### src/rtl/serial_adder.sv
// ------------------------------------------------------------------
// serial_adder : multi-cycle DIGIT-per-cycle ripple adder/subtractor
// Revision     : 1.0
// ------------------------------------------------------------------
`default_nettype none

module serial_adder #(
  parameter int WIDTH = 16,
  parameter int DIGIT = 1
) (
  input  logic             clk,
  input  logic             reset,
  input  logic             in_valid,
  output logic             in_ready,
  input  logic [WIDTH-1:0] a,
  input  logic [WIDTH-1:0] b,
  input  logic             cin,
  input  logic             sub,
  output logic             out_valid,
  input  logic             out_ready,
  output logic [WIDTH-1:0] sum,
  output logic             cout,
  output logic             overflow,
  output logic             zero
);

  localparam int STEPS = WIDTH / DIGIT;
  localparam int CW    = (STEPS > 1) ? $clog2(STEPS) : 1;

  typedef enum logic [1:0] {
    IDLE = 2'd0,
    RUN  = 2'd1,
    DONE = 2'd2
  } state_t;

  state_t           state_q, state_d;
  logic [WIDTH-1:0] a_q, a_d, b_q, b_d;
  logic [WIDTH-1:0] psum_q, psum_d;
  logic [WIDTH-1:0] sum_q, sum_d;
  logic [CW-1:0]    count_q, count_d;
  logic             carry_q, carry_d;
  logic             cout_q, cout_d;
  logic             ovf_q, ovf_d;
  logic             zero_q, zero_d;

  logic [DIGIT-1:0] slice_sum;
  logic             slice_carry;
  logic             msb_carry_in;
  logic [WIDTH-1:0] psum_next;

  always_comb begin
    slice_sum    = '0;
    slice_carry  = carry_q;
    msb_carry_in = carry_q;
    // Ripple through the slice; keep the carry into its top bit for overflow.
    for (int i = 0; i < DIGIT; i++) begin
      msb_carry_in = slice_carry;
      slice_sum[i] = a_q[i] ^ b_q[i] ^ slice_carry;
      slice_carry  = (a_q[i] & b_q[i]) | (slice_carry & (a_q[i] ^ b_q[i]));
    end
    psum_next = psum_q >> DIGIT;
    psum_next[WIDTH-1 -: DIGIT] = slice_sum;
  end

  always_comb begin
    state_d = state_q;
    a_d     = a_q;
    b_d     = b_q;
    psum_d  = psum_q;
    sum_d   = sum_q;
    count_d = count_q;
    carry_d = carry_q;
    cout_d  = cout_q;
    ovf_d   = ovf_q;
    zero_d  = zero_q;
    case (state_q)
      IDLE: begin
        if (in_valid) begin
          a_d     = a;
          b_d     = sub ? ~b : b;
          carry_d = sub ? 1'b1 : cin;
          count_d = '0;
          state_d = RUN;
        end
      end
      RUN: begin
        psum_d  = psum_next;
        a_d     = a_q >> DIGIT;
        b_d     = b_q >> DIGIT;
        carry_d = slice_carry;
        if (count_q == CW'(STEPS - 1)) begin
          sum_d   = psum_next;
          cout_d  = slice_carry;
          ovf_d   = slice_carry ^ msb_carry_in;
          zero_d  = (psum_next == '0);
          state_d = DONE;
        end else begin
          count_d = count_q + CW'(1);
        end
      end
      DONE: begin
        if (out_ready) state_d = IDLE;
      end
      default: state_d = IDLE;
    endcase
  end

  always_ff @(posedge clk or posedge reset) begin
    if (reset) begin
      state_q <= IDLE;
      a_q     <= '0;
      b_q     <= '0;
      psum_q  <= '0;
      sum_q   <= '0;
      count_q <= '0;
      carry_q <= 1'b0;
      cout_q  <= 1'b0;
      ovf_q   <= 1'b0;
      zero_q  <= 1'b0;
    end else begin
      state_q <= state_d;
      a_q     <= a_d;
      b_q     <= b_d;
      psum_q  <= psum_d;
      sum_q   <= sum_d;
      count_q <= count_d;
      carry_q <= carry_d;
      cout_q  <= cout_d;
      ovf_q   <= ovf_d;
      zero_q  <= zero_d;
    end
  end

  assign in_ready  = (state_q == IDLE);
  assign out_valid = (state_q == DONE);
  assign sum       = sum_q;
  assign cout      = cout_q;
  assign overflow  = ovf_q;
  assign zero      = zero_q;

endmodule

`default_nettype wire
### config.mk
export PLATFORM = sky130hd
export DESIGN_NAME = serial_adder
export DESIGN_NICKNAME = d
export VERILOG_FILES = /design/src/rtl/serial_adder.sv
export SDC_FILE = /design/constraint.sdc
export NUM_CORES = 1
export LEC_CHECK = 0
export CAP_MARGIN = 0
export CORE_ASPECT_RATIO = 0.7
export CORE_UTILIZATION = 53
export CTS_CLUSTER_DIAMETER = 80
export CTS_CLUSTER_SIZE = 30
export DETAILED_ROUTE_END_ITERATION = 8
export PLACE_DENSITY_LB_ADDON = 0.08
export SLEW_MARGIN = 15
export SYNTH_ARGS = -nofsm -noshare
export SYNTH_HDL_FRONTEND = slang
export SYNTH_SLANG_ARGS = --single-unit
export TNS_END_PERCENT = 20
### constraint.sdc
create_clock -name clk -period 3.2 [get_ports clk]
set_input_delay 0.64 -clock clk [delete_from_list [all_inputs] [get_ports clk]]
set_output_delay 0.64 -clock clk [all_outputs]
set_load 0.005 [all_outputs]
Word-level counts from Yosys, hierarchy flattened
Cells that the tools add are included.
{"block": "totals", "wordCells": 47, "ram_bits": 0, "output_inout_bits": 21, "rom_bits": 0, "regBits": 74, "n_memories": 0, "in_bits": 38, "latchBits": 0}
{"block": "op_classes", "addsub": 1, "multipliers": 0, "n_bitwise": 7, "n_reduce_logical": 7, "div": 0, "n_eq_ne": 7, "n_lt_le_gt_ge": 0, "shifts": 0, "mux": 15}
{"cell": "$pmux W16 S2", "count": 2}
{"cell": "$mux W16", "count": 3}
{"cell": "$logic_not A16 Y1", "count": 1}
{"cell": "$not A16 Y16", "count": 1}
{"cell": "$mux W4", "count": 2}
{"cell": "$pmux W4 S2", "count": 1}
{"cell": "$mux W2", "count": 3}
{"cell": "$ne A2 B2 Y1 const B", "count": 3}
{"cell": "$pmux W2 S3", "count": 1}
{"cell": "$reduce_and A3 Y1", "count": 2}
{"cell": "$add A4 B1 Y4 const B", "count": 1}
{"cell": "$eq A4 B4 Y1 const B", "count": 1}
{"cell": "$reduce_and A2 Y1", "count": 2}
{"cell": "$xor A1 B1 Y1", "count": 3}
{"cell": "$and A1 B1 Y1", "count": 2}
{"cell": "$eq A2 B1 Y1 const B", "count": 1}
{"cell": "$eq A2 B2 Y1 const B", "count": 1}
{"cell": "$logic_not A2 Y1", "count": 1}
{"cell": "$mux W1", "count": 2}
{"cell": "$ne A2 B1 Y1 const B", "count": 1}
{"cell": "$pmux W1 S2", "count": 1}
{"cell": "$reduce_bool A2 Y1", "count": 1}
{"cell": "$or A1 B1 Y1", "count": 1}

Longest topological paths before layout
Gate-level depths: netlist (run 1).
{"block": "logic_depth", "ltp_word": 4, "depth_mapped": 6, "depth_no_buf": 4}

Worst setup path after synthesis (run 1)
Ideal clock, no wire load.
{"block": "synth_timing", "kind": "register -> register", "start": "register count_q[0]", "end": "register sum_q[0], in the netlist sum[0]", "stages_incl_launch_ff": 6, "setup_time_ns": 0.127, "slack_ns": 1.610, "required_time_ns": 3.073, "synth_period_minus_slack_ns": 1.590, "t_arrival_ns": 1.462, "cell_sequence": "dfrtp_1 > ha_1 > nand3_1 > nor2_8 > buf_6 > mux2_1"}
{"block": "synth_between", "elab_chain_cells": 2}
{"element": "start: declaration", "line": "40", "source": "logic [CW-1:0] count_q, count_d;"}
{"element": "start signal: assignment", "line": "126", "source": "count_q <= count_d;"}
{"element": "$eq A4 B4 Y1", "line": "91", "source": "if (count_q == CW'(STEPS - 1)) begin"}
{"element": "$reduce_and A2 Y1 (no source line)"}
{"element": "end signal: assignment", "line": "125", "source": "sum_q <= sum_d;"}
{"element": "end: declaration", "line": "39", "source": "logic [WIDTH-1:0] sum_q, sum_d;"}
No other way between the ends.
A chain may end at the register's enable or synchronous reset.

Worst setup path after layout (run 1)
{"block": "layout_timing", "start": "register state_q[0]", "end": "output out_valid"}
{"block": "layout_between", "elab_chain_cells": 1}
{"element": "start: declaration", "line": "36", "source": "state_t state_q, state_d;"}
{"element": "start signal: assignment", "line": "121", "source": "state_q <= state_d;"}
{"element": "$eq A2 B2 Y1", "line": "135", "source": "assign out_valid = (state_q == DONE);"}
{"element": "end: declaration", "line": "19", "source": "output logic out_valid,"}
No other way between the ends.

==> impl_metrics.json, run 1 <==
{
  "outcome": "finished with violations",
  "failing_checks": "design-rule violations",
  "finalCritPeriodShare_pct": 76.8,
  "totalNegativeSetupSlack_ns": 0,
  "synthTopCellsByCount": "sky130_fd_sc_hd__dfrtp_1 (73), sky130_fd_sc_hd__nand2_1 (62), sky130_fd_sc_hd__o21ai_0 (32)",
  "powerDensity_nw_per_um2": 917,
  "core-area_sq_um": 5960,
  "antennaDiodeCount": 0,
  "cp-end-kind": "primary output",
  "cell_with_the_most_instances_after_synthesis": "sky130_fd_sc_hd__dfrtp_1",
  "synthesis.area_per_instance_sq_um": 10.7,
  "period_needed_ns": 2.46,
  "worst_setup_path_start_kind": "register",
  "syn_nets": 359,
  "initial_antenna_violation_count": 0,
  "detail_route.first_pass.iterations": 6,
  "layout-area-overhead-vs-synth_pct": 25.6,
  "postSynth.asyncResetShare_pct": 100,
  "postLayoutSetupSlackWorst_ns": 0.742,
  "synth_top_flop_cell": "sky130_fd_sc_hd__dfrtp_1",
  "worst-r2r-cell-count": 3,
  "globalRoute.busiestLayer": "met2",
  "initial_utilization_pct": 57.0,
  "floorplan.io_pins": 59,
  "pin_count_of_the_biggest_net_entering_global_routing": 46,
  "crit_path_start": "state_q[0]",
  "grt_util_met1_pct": 31.4,
  "final.setup_skew_ns": 0.00816,
  "hpwl_microns": 4540,
  "synth-edff-count": 0,
  "slew-limit-headroom_pct": 38.0,
  "globalplace.congestion": 0.749,
  "cts.path.max_buffers": 2,
  "detail_route.wl_per_cell_microns": 15.0,
  "port-buffer-count": 58,
  "hold_viol_final": 0,
  "clkSlewWorstSetupHoldPaths_ns": 0.07,
  "tightest_slew_ns": 0.928,
  "synth_cell_types": 33,
  "die-width_microns": 97.7,
  "r2r-end": "overflow",
  "finalMaxSlewViolations": 0,
  "cts_tree": "built",
  "cts_buffers": 9,
  "cts.htree.levels": 3,
  "pre_cts_ws_ns": 0.845,
  "fin_nets": 413,
  "cts.root.buffer_cell": "sky130_fd_sc_hd__clkbuf_8",
  "grtUsageMet2_pct": 37.1,
  "final_core_occ_pct": 71.6,
  "post-cts-setup-buffers": 0,
  "detail_route.vias_per_cell": 5.43,
  "grt_util_met3_pct": 7.16,
  "setup.worst_path.class": "register to primary output",
  "yosysTopAreaCellShare_pct": 53.8,
  "holdCritPathClass": "register to register",
  "fp.dieArea_sq_um": 6740,
  "seq_area_frac_synth_pct": 53.8,
  "timing.critical_path.required_ns": 2.56,
  "postCtsHoldBufs": 0,
  "grt_first_pass_wirelength_microns": 11800,
  "max_cap_violations": 0,
  "detailedRoute.firstIterationViolations": 116,
  "r2r_slack_ns": 1.17,
  "ir_drop_worst_vdd_v": 0.000490,
  "worstReg2RegStart": "state_q[0]",
  "ys_seq_elements": 73,
  "critical_path_peak_fanout": 22,
  "number_of_global_route_vias_before_repair": 2368,
  "power.leakage_nw": 1.94,
  "cts.sinks": 73,
  "grt_overflow": 0,
  "critPathArrivalTime_ns": 1.82,
  "placementRows": 23,
  "timing.critical_path.to": "out_valid",
  "placedCellCount": 437,
  "number_of_non_filler_instances_in_the_completed_layout": 453,
  "vias": 2458,
  "die_h_microns": 69.0,
  "clkLatencyLatePin_ns": 0.35,
  "cts_resized": 0,
  "syn-cell-area_sq_um": 3400,
  "routed_wl_microns": 6810,
  "mapped_cells": 319,
  "unrepaired_setup_endpoints_after_global_routing": "no",
  "synth_area_leader_cell": "sky130_fd_sc_hd__dfrtp_1",
  "yosys-top-cells-area": "sky130_fd_sc_hd__dfrtp_1 (54%), sky130_fd_sc_hd__nand2_1 (6.8%), sky130_fd_sc_hd__mux2i_1 (5.0%)",
  "drc": 4,
  "synthesis.yosys.warnings": 0,
  "grt.total_usage_pct": 23.2,
  "post_route_cells_drive_above_1_share_pct": 10.1,
  "drtAntennaViolNets": 0,
  "p_total_mw": 3.91,
  "setup_viol": 0,
  "max_clock_freq_mhz": 407
}
==> area by class of cell <==
class / instances / area (sq um)
clock inverter: 6 / 115
tap: 75 / 93.8
fill: 439 / 1690
multi-input combinational: 223 / 1460
sequential: 73 / 1830
inverter: 2 / 7.51
clock buffer: 10 / 128
timing repair buffer: 64 / 638
==> cells by family (layout without fill, tap and decap cells) <==
logic type / Yosys count / count (layout) / synth area share [%]
adders and majority gates: 2 / 2 / 0.957
DFF: 73 / 73 / 53.8
and+or+nand+nor: 95 / 95 / 13.3
buffers and inverters: 23 / 82 / 3.57
muxes: 36 / 36 / 11.3
xor gates and xnor gates: 19 / 19 / 4.90
AOI/OAI and AO/OA: 71 / 71 / 12.2
==> worst min path at each step <==
stage / startpoint / end / slack (ns) / cells past startpoint
final: a_q[7] / a_q[7] / 0.48 / 2
after global routing: a_q[1] / a_q[1] / 0.51 / 2
after CTS: a_q[7] / a_q[7] / 0.49 / 2
after detailed placement: a_q[7] / a_q[7] / 0.47 / 2
after global placement: a_q[1] / a_q[1] / 0.46 / 2
after floorplan: a_q[10] / a_q[10] / 0.45 / 2
==> power by group <==
part	leakage (nW)	internal [mW]	switching, mW
combinational	0.885	0.708	0.684
clock	0.117	0.522	0.345
sequential	0.935	1.33	0.326
total	1.94	2.56	1.36
==> sequential cells by signal (all words and copies together) (netlist names) <==
signal    cells
a_q          16
overflow      1
psum_q       15
count_q       4
zero          1
state_q       2
sum          16
cout          1
b_q          16
carry_q       1
==> critical path, stage by stage, from the launching register on <==
cell and delay (ns):
sky130_fd_sc_hd__dfrtp_1 0.64, sky130_fd_sc_hd__nor2b_1 0.30, sky130_fd_sc_hd__clkdlybuf4s50_1 0.54
==> through the flow <==
| stage | instance area [sq um] | hold WS (ns) |
|---|---|---|
| after floorplan | 3400 | 0.449 |
| after global placement | 4030 | 0.460 |
| after detailed placement | 4030 | 0.469 |
| after CTS | 4270 | 0.486 |
| after global routing | 4270 | 0.509 |
| final | 4270 | 0.483 |
==> metal layers <==
| metal | wire length, microns | vias to the layer above |
|---|---|---|
| met1 | 3320 | 1200 |
| met3 | 313 | 4 |
| met2 | 3130 | 56 |
| li1 | - | 1198 |
| met4 | 47 | 0 |
| met5 | 0 | - |
==> placed cells by master, fill, tap and decap left out, types with 2 or more instances in the layout <==
cell / n
sky130_fd_sc_hd__buf_4: 5
sky130_fd_sc_hd__dfrtp_1: 73
sky130_fd_sc_hd__nand3_1: 2
sky130_fd_sc_hd__a21o_1: 2
sky130_fd_sc_hd__mux2_1: 9
sky130_fd_sc_hd__nor2b_2: 2
sky130_fd_sc_hd__nor4_1: 4
sky130_fd_sc_hd__mux2_2: 10
sky130_fd_sc_hd__o21ai_0: 32
sky130_fd_sc_hd__a22oi_1: 15
sky130_fd_sc_hd__mux2i_1: 17
sky130_fd_sc_hd__clkbuf_8: 9
sky130_fd_sc_hd__xor2_1: 18
sky130_fd_sc_hd__nor2b_1: 17
sky130_fd_sc_hd__clkdlybuf4s50_1: 58
sky130_fd_sc_hd__bufinv_16: 3
sky130_fd_sc_hd__nor2_1: 2
sky130_fd_sc_hd__o31ai_1: 2
sky130_fd_sc_hd__a22o_1: 2
sky130_fd_sc_hd__nand2_1: 62
sky130_fd_sc_hd__a21oi_1: 15
Power figures use the tool's default switching activity.
==> run 2: changes to the inputs <==
Settings changed: CORE_UTILIZATION 53 to 48.
Clock period 3.2 ns to 1.99 ns, I/O delays scaled along.
==> run 2 against run 1 <==
Compared with the run above: the flow now finishes without violations; hold slack worse by 0.12 ns; final area up 3.3%; first-iteration DRC count down 4.3%; combinational power up 70%; sequential power up 58%; routed wire length down 1.9%; utilization down 6.7 points; clock power up 60%; clock skew down 0.0021 ns; final cell count up 6.2%; setup slack worse by 0.64 ns; critical path type unchanged; largest power group unchanged; highest routed layer unchanged.
==> impl_metrics.json, run 2 (synthesis gave the netlist of run 1 again) <==
{
  "drtAntennaViolNets": 0,
  "cp-end-kind": "primary output",
  "seq_area_sq_um": 1830,
  "die_h_microns": 72.4,
  "timing.critical_path.required_ns": 1.59,
  "p_total_mw": 6.35,
  "totalNegativeSetupSlack_ns": 0,
  "clkSlewWorstSetupHoldPaths_ns": 0.08,
  "port-buffer-count": 58,
  "power.leakage_nw": 2.00,
  "clkLatencyLatePin_ns": 0.34,
  "finalCritPeriodShare_pct": 94.9,
  "initial_utilization_pct": 50.1,
  "hold_viol_final": 0,
  "cts_buffers": 9,
  "max_cap_violations": 0,
  "routed_wl_microns": 6680,
  "final_area_sq_um": 4410,
  "detail_route.vias_per_cell": 5.07,
  "period_needed_ns": 1.89,
  "setup.worst_path.class": "register to primary output",
  "placement.cell_area_sq_um": 4150,
  "finalMaxSlewViolations": 0,
  "worst-r2r-cell-count": 4,
  "r2r-end": "overflow",
  "powerDensity_nw_per_um2": 1440,
  "cts.htree.levels": 3,
  "cp_cell_sequence": "nor2b_1, clkdlybuf4s50_1",
  "crit_path_start": "state_q[1]",
  "ir_drop_worst_vdd_v": 0.000715,
  "post_route_cells_drive_above_1_share_pct": 12.1,
  "grt_first_pass_wirelength_microns": 11100,
  "critPathArrivalTime_ns": 1.49,
  "max_clock_freq_mhz": 530,
  "tightest_slew_ns": 0.434,
  "worstReg2RegStart": "count_q[0]",
  "holdCritPathClass": "primary input to async pin",
  "grt_overflow": 0,
  "outcome": "complete, no violations",
  "globalplace.congestion": 0.808,
  "die-width_microns": 103,
  "core-area_sq_um": 6790,
  "detail_route.first_pass.iterations": 4,
  "fin_nets": 422,
  "r2r_slack_ns": 0.32,
  "layout_commonest_cell": "sky130_fd_sc_hd__dfrtp_1",
  "worst_setup_path_start_kind": "register",
  "slew-limit-headroom_pct": 71.1,
  "cts.sinks": 73,
  "cts_tree": "built",
  "setup_viol": 0,
  "n_fill_cell": 567,
  "timing.critical_path.to": "out_valid",
  "antennaDiodeCount": 0,
  "critical-path-slowest-cell": "sky130_fd_sc_hd__clkdlybuf4s50_1",
  "grt.total_usage_pct": 19.9,
  "cts.root.buffer_cell": "sky130_fd_sc_hd__clkbuf_8",
  "commonest_cells_after_routing_fill_and_taps_aside": "sky130_fd_sc_hd__dfrtp_1 (73), sky130_fd_sc_hd__nand2_1 (62), sky130_fd_sc_hd__clkdlybuf4s50_1 (57), sky130_fd_sc_hd__o21ai_0 (32), sky130_fd_sc_hd__xor2_1 (18)",
  "vias": 2437,
  "fp.dieArea_sq_um": 7430,
  "unrepaired_setup_endpoints_after_global_routing": "no",
  "detail_route.wl_per_cell_microns": 13.9,
  "initial_antenna_violation_count": 0,
  "layout-area-overhead-vs-synth_pct": 29.7,
  "critical_path_peak_fanout": 4,
  "detailedRoute.firstIterationViolations": 111,
  "placementRows": 25,
  "drc": 0,
  "pin_count_of_the_biggest_net_entering_global_routing": 46,
  "critPathMaxStageDelay_ns": 0.54,
  "hpwl_microns": 4580,
  "floorplan.io_pins": 59,
  "multiInputGateArea_sq_um": 1460,
  "cts.path.max_buffers": 2,
  "final.setup_skew_ns": 0.00605,
  "number_of_global_route_vias_before_repair": 2274
}
-- run 2: changes by cell type in the layout (fill, tap and decap cells not counted), sizes merged --
cell           delta
dlymetal6s2s      +1
clkdlybuf4s50     -1
buf               +9
clkinvlp          +1
inv               -1
-- run 2: per-layer routing --
metal  track usage, %  wire length [microns]
met5                0                      0
met4             7.62                     85
met3             5.20                    213
met2             28.6                   2970
met1             29.0                   3410
-- run 2: timing repair --
| action | CTS | global route |
|---|---|---|
| resized for setup | 0 | 2 |
| hold buffers | 0 | 0 |
| endpoints found under the setup margin | 0 | 1 |
| setup buffers | 0 | 1 |
-- run 2: through the flow --
step,hold slack [ns],utilization [%],worst slack [ns],std cells
global route,0.384,64.9,0.0467,481
finish,0.361,64.9,0.102,481
CTS,0.358,64.7,0.0151,480
global placement,0.460,61.1,0.354,464
floorplan,0.449,-,0.400,319
detailed placement,0.470,61.1,0.301,464
-- run 2: final cells by class --
class,count,share of cell area [%]
clock buffers,10,2.90
repair buffers,73,17.0
flip-flops and latches,73,41.5
clock inverters,6,2.61
multi-input cells,223,33.1
inverters,2,0.256
well taps,94,2.67
-- run 2: critical path, delay by kind of cell (launching register included) --
family	cells	cell delay [ns]
buffers and inverters	1	0.54
and+or+nand+nor	1	0.21
DFF	1	0.40
-- run 2: worst min path at each step --
| stage | endpoint | cells after the start | slack (ns) |
|---|---|---|---|
| after detailed placement | a_q[9] | 2 | 0.47 |
| after global placement | a_q[8] | 2 | 0.46 |
| after global routing | a_q[4] | 2 | 0.38 |
| final | a_q[4] | 2 | 0.36 |
| after floorplan | a_q[10] | 2 | 0.45 |
| after CTS | a_q[4] | 2 | 0.36 |
-- run 2: where the power goes --
part           internal (mW)  total [mW]  switching, mW
Sequential              2.14        2.60          0.470
Clock                  0.839        1.39          0.552
Combinational           1.24        2.36           1.12
==> run 3: changes to the inputs <==
Settings changed: CORE_UTILIZATION 48 to 57, DONT_BUFFER_PORTS from default to 1, PLACE_DENSITY from default to 0.75, PLACE_DENSITY_LB_ADDON 0.08 to default, SLEW_MARGIN 15 to 10.
==> run 3 against run 2 <==
Compared with the run above: combinational power decreased by 21%; sequential cell count did not move; routed wire length decreased by 5.5%; final area is 17% lower; critical path depth unchanged; largest cell class unchanged.
==> impl_metrics.json, run 3 (synthesis gave the netlist of run 1 again) <==
{
  "multiInputGateArea_sq_um": 1460,
  "finalMaxSlewViolations": 0,
  "grt.total_usage_pct": 22.5,
  "critPathArrivalTime_ns": 1.24,
  "tightest_slew_ns": 0.528,
  "detailedRoute.firstIterationViolations": 138,
  "hold_viol_final": 0,
  "post-cts-setup-buffers": 0,
  "finalCritPeriodShare_pct": 82.4,
  "die-width_microns": 94.3,
  "timing.critical_path.required_ns": 1.59,
  "n_fill_cell": 451,
  "grt_first_pass_wirelength_microns": 10400,
  "critical_path_peak_fanout": 22,
  "number_of_global_route_vias_before_repair": 2130,
  "drtAntennaViolNets": 0,
  "detail_route.first_pass.iterations": 4,
  "placement.cell_area_sq_um": 3490,
  "max_cap_violations": 0,
  "final_area_sq_um": 3670,
  "postCtsHoldBufs": 1,
  "critical-path-slowest-cell": "sky130_fd_sc_hd__dfrtp_1",
  "cts.path.max_buffers": 2,
  "initial_utilization_pct": 59.3,
  "slew-limit-headroom_pct": 64.7,
  "routed_wl_microns": 6310,
  "layout-area-overhead-vs-synth_pct": 7.95,
  "drc": 0,
  "cts.htree.levels": 3,
  "number_of_non_filler_instances_in_the_completed_layout": 401,
  "ir_drop_worst_vdd_v": 0.000960,
  "postLayoutSetupSlackWorst_ns": 0.350,
  "setup.worst_path.class": "register to primary output",
  "clkSlewWorstSetupHoldPaths_ns": 0.08,
  "floorplan.io_pins": 59,
  "worst_hold_slack_ns": 0.189,
  "clkLatencyLatePin_ns": 0.34,
  "worstReg2RegStart": "count_q[0]",
  "post_route_cells_drive_above_1_share_pct": 13.2,
  "placementRows": 23,
  "holdCritPathClass": "primary input to register",
  "final.setup_skew_ns": 0.00502,
  "commonest_cells_after_routing_fill_and_taps_aside": "sky130_fd_sc_hd__dfrtp_1 (73), sky130_fd_sc_hd__nand2_1 (62), sky130_fd_sc_hd__o21ai_0 (32), sky130_fd_sc_hd__xor2_1 (18)",
  "cp_cell_sequence": "buf_4, nor2b_1",
  "placedCellCount": 384,
  "worst_setup_path_start_kind": "register",
  "globalplace.congestion": 0.781,
  "detail_route.vias_per_cell": 5.59,
  "crit_path_start": "state_q[1]",
  "period_needed_ns": 1.64,
  "p_total_mw": 5.55,
  "fin_nets": 361,
  "critPathMaxStageDelay_ns": 0.34,
  "antennaDiodeCount": 0,
  "outcome": "complete, no violations",
  "hpwl_microns": 4210,
  "vias": 2241,
  "pre_cts_ws_ns": 0.356,
  "core-area_sq_um": 5730,
  "pin_count_of_the_biggest_net_entering_global_routing": 52,
  "power.leakage_nw": 1.71,
  "initial_antenna_violation_count": 0,
  "setup_viol": 0,
  "hold_start": "a[15]",
  "layout_commonest_cell": "sky130_fd_sc_hd__dfrtp_1",
  "max_clock_freq_mhz": 610,
  "cts_tree": "built",
  "seq_area_sq_um": 1830,
  "powerDensity_nw_per_um2": 1510,
  "totalNegativeSetupSlack_ns": 0,
  "unrepaired_setup_endpoints_after_global_routing": "no",
  "fp.dieArea_sq_um": 6280,
  "final_core_occ_pct": 64.1,
  "grt_overflow": 0,
  "detail_route.wl_per_cell_microns": 15.7,
  "cts_resized": 0,
  "cts_buffers": 9,
  "cts.root.buffer_cell": "sky130_fd_sc_hd__clkbuf_8",
  "port-buffer-count": 0,
  "cts.sinks": 73,
  "die_h_microns": 66.6,
  "cp-end-kind": "primary output"
}
-- run 3: final timing paths --
| kind | endpoint | slack [ns] | depth (start not counted) |
|---|---|---|---|
| max in group asynchronous | count_q[0] | 0.81 | 3 |
| setup reg to reg | sum[12] | 0.38 | 4 |
| min in group asynchronous | a_q[4] | 0.57 | 2 |
| setup / recovery | out_valid | 0.35 | 2 |
| hold reg to reg | a_q[12] | 0.48 | 2 |
| hold / removal | a_q[15] | 0.19 | 1 |
-- run 3: layout make-up --
type	count	share of cell area [%]
repair buffers	12	2.86
clock buffers	11	3.85
flip-flops and latches	73	49.8
inverters	2	0.307
well taps	75	2.56
multi-input cells	223	39.8
clock inverters	5	0.853
-- run 3: metal layers --
metal / vias up / global-route usage [%] / wire [microns]
met4: 0 / 6.73 / 49
met2: 61 / 32.2 / 2830
met3: 7 / 8.33 / 394
met1: 1077 / 31.7 / 3030
li1: 1096 / - / -
met5: - / 0 / 0
-- run 3: power by group --
group	total, mW	switching [mW]	internal [mW]
registers	2.66	0.520	2.14
logic	1.87	0.998	0.869
clock network	1.02	0.539	0.482
total	5.55	2.06	3.49
-- run 3: worst max-delay path, delay by kind of cell, from the launching register on --
family | cells | cell delay [ns]
buf+inv | 1 | 0.25
flops | 1 | 0.34
simple gates | 1 | 0.30
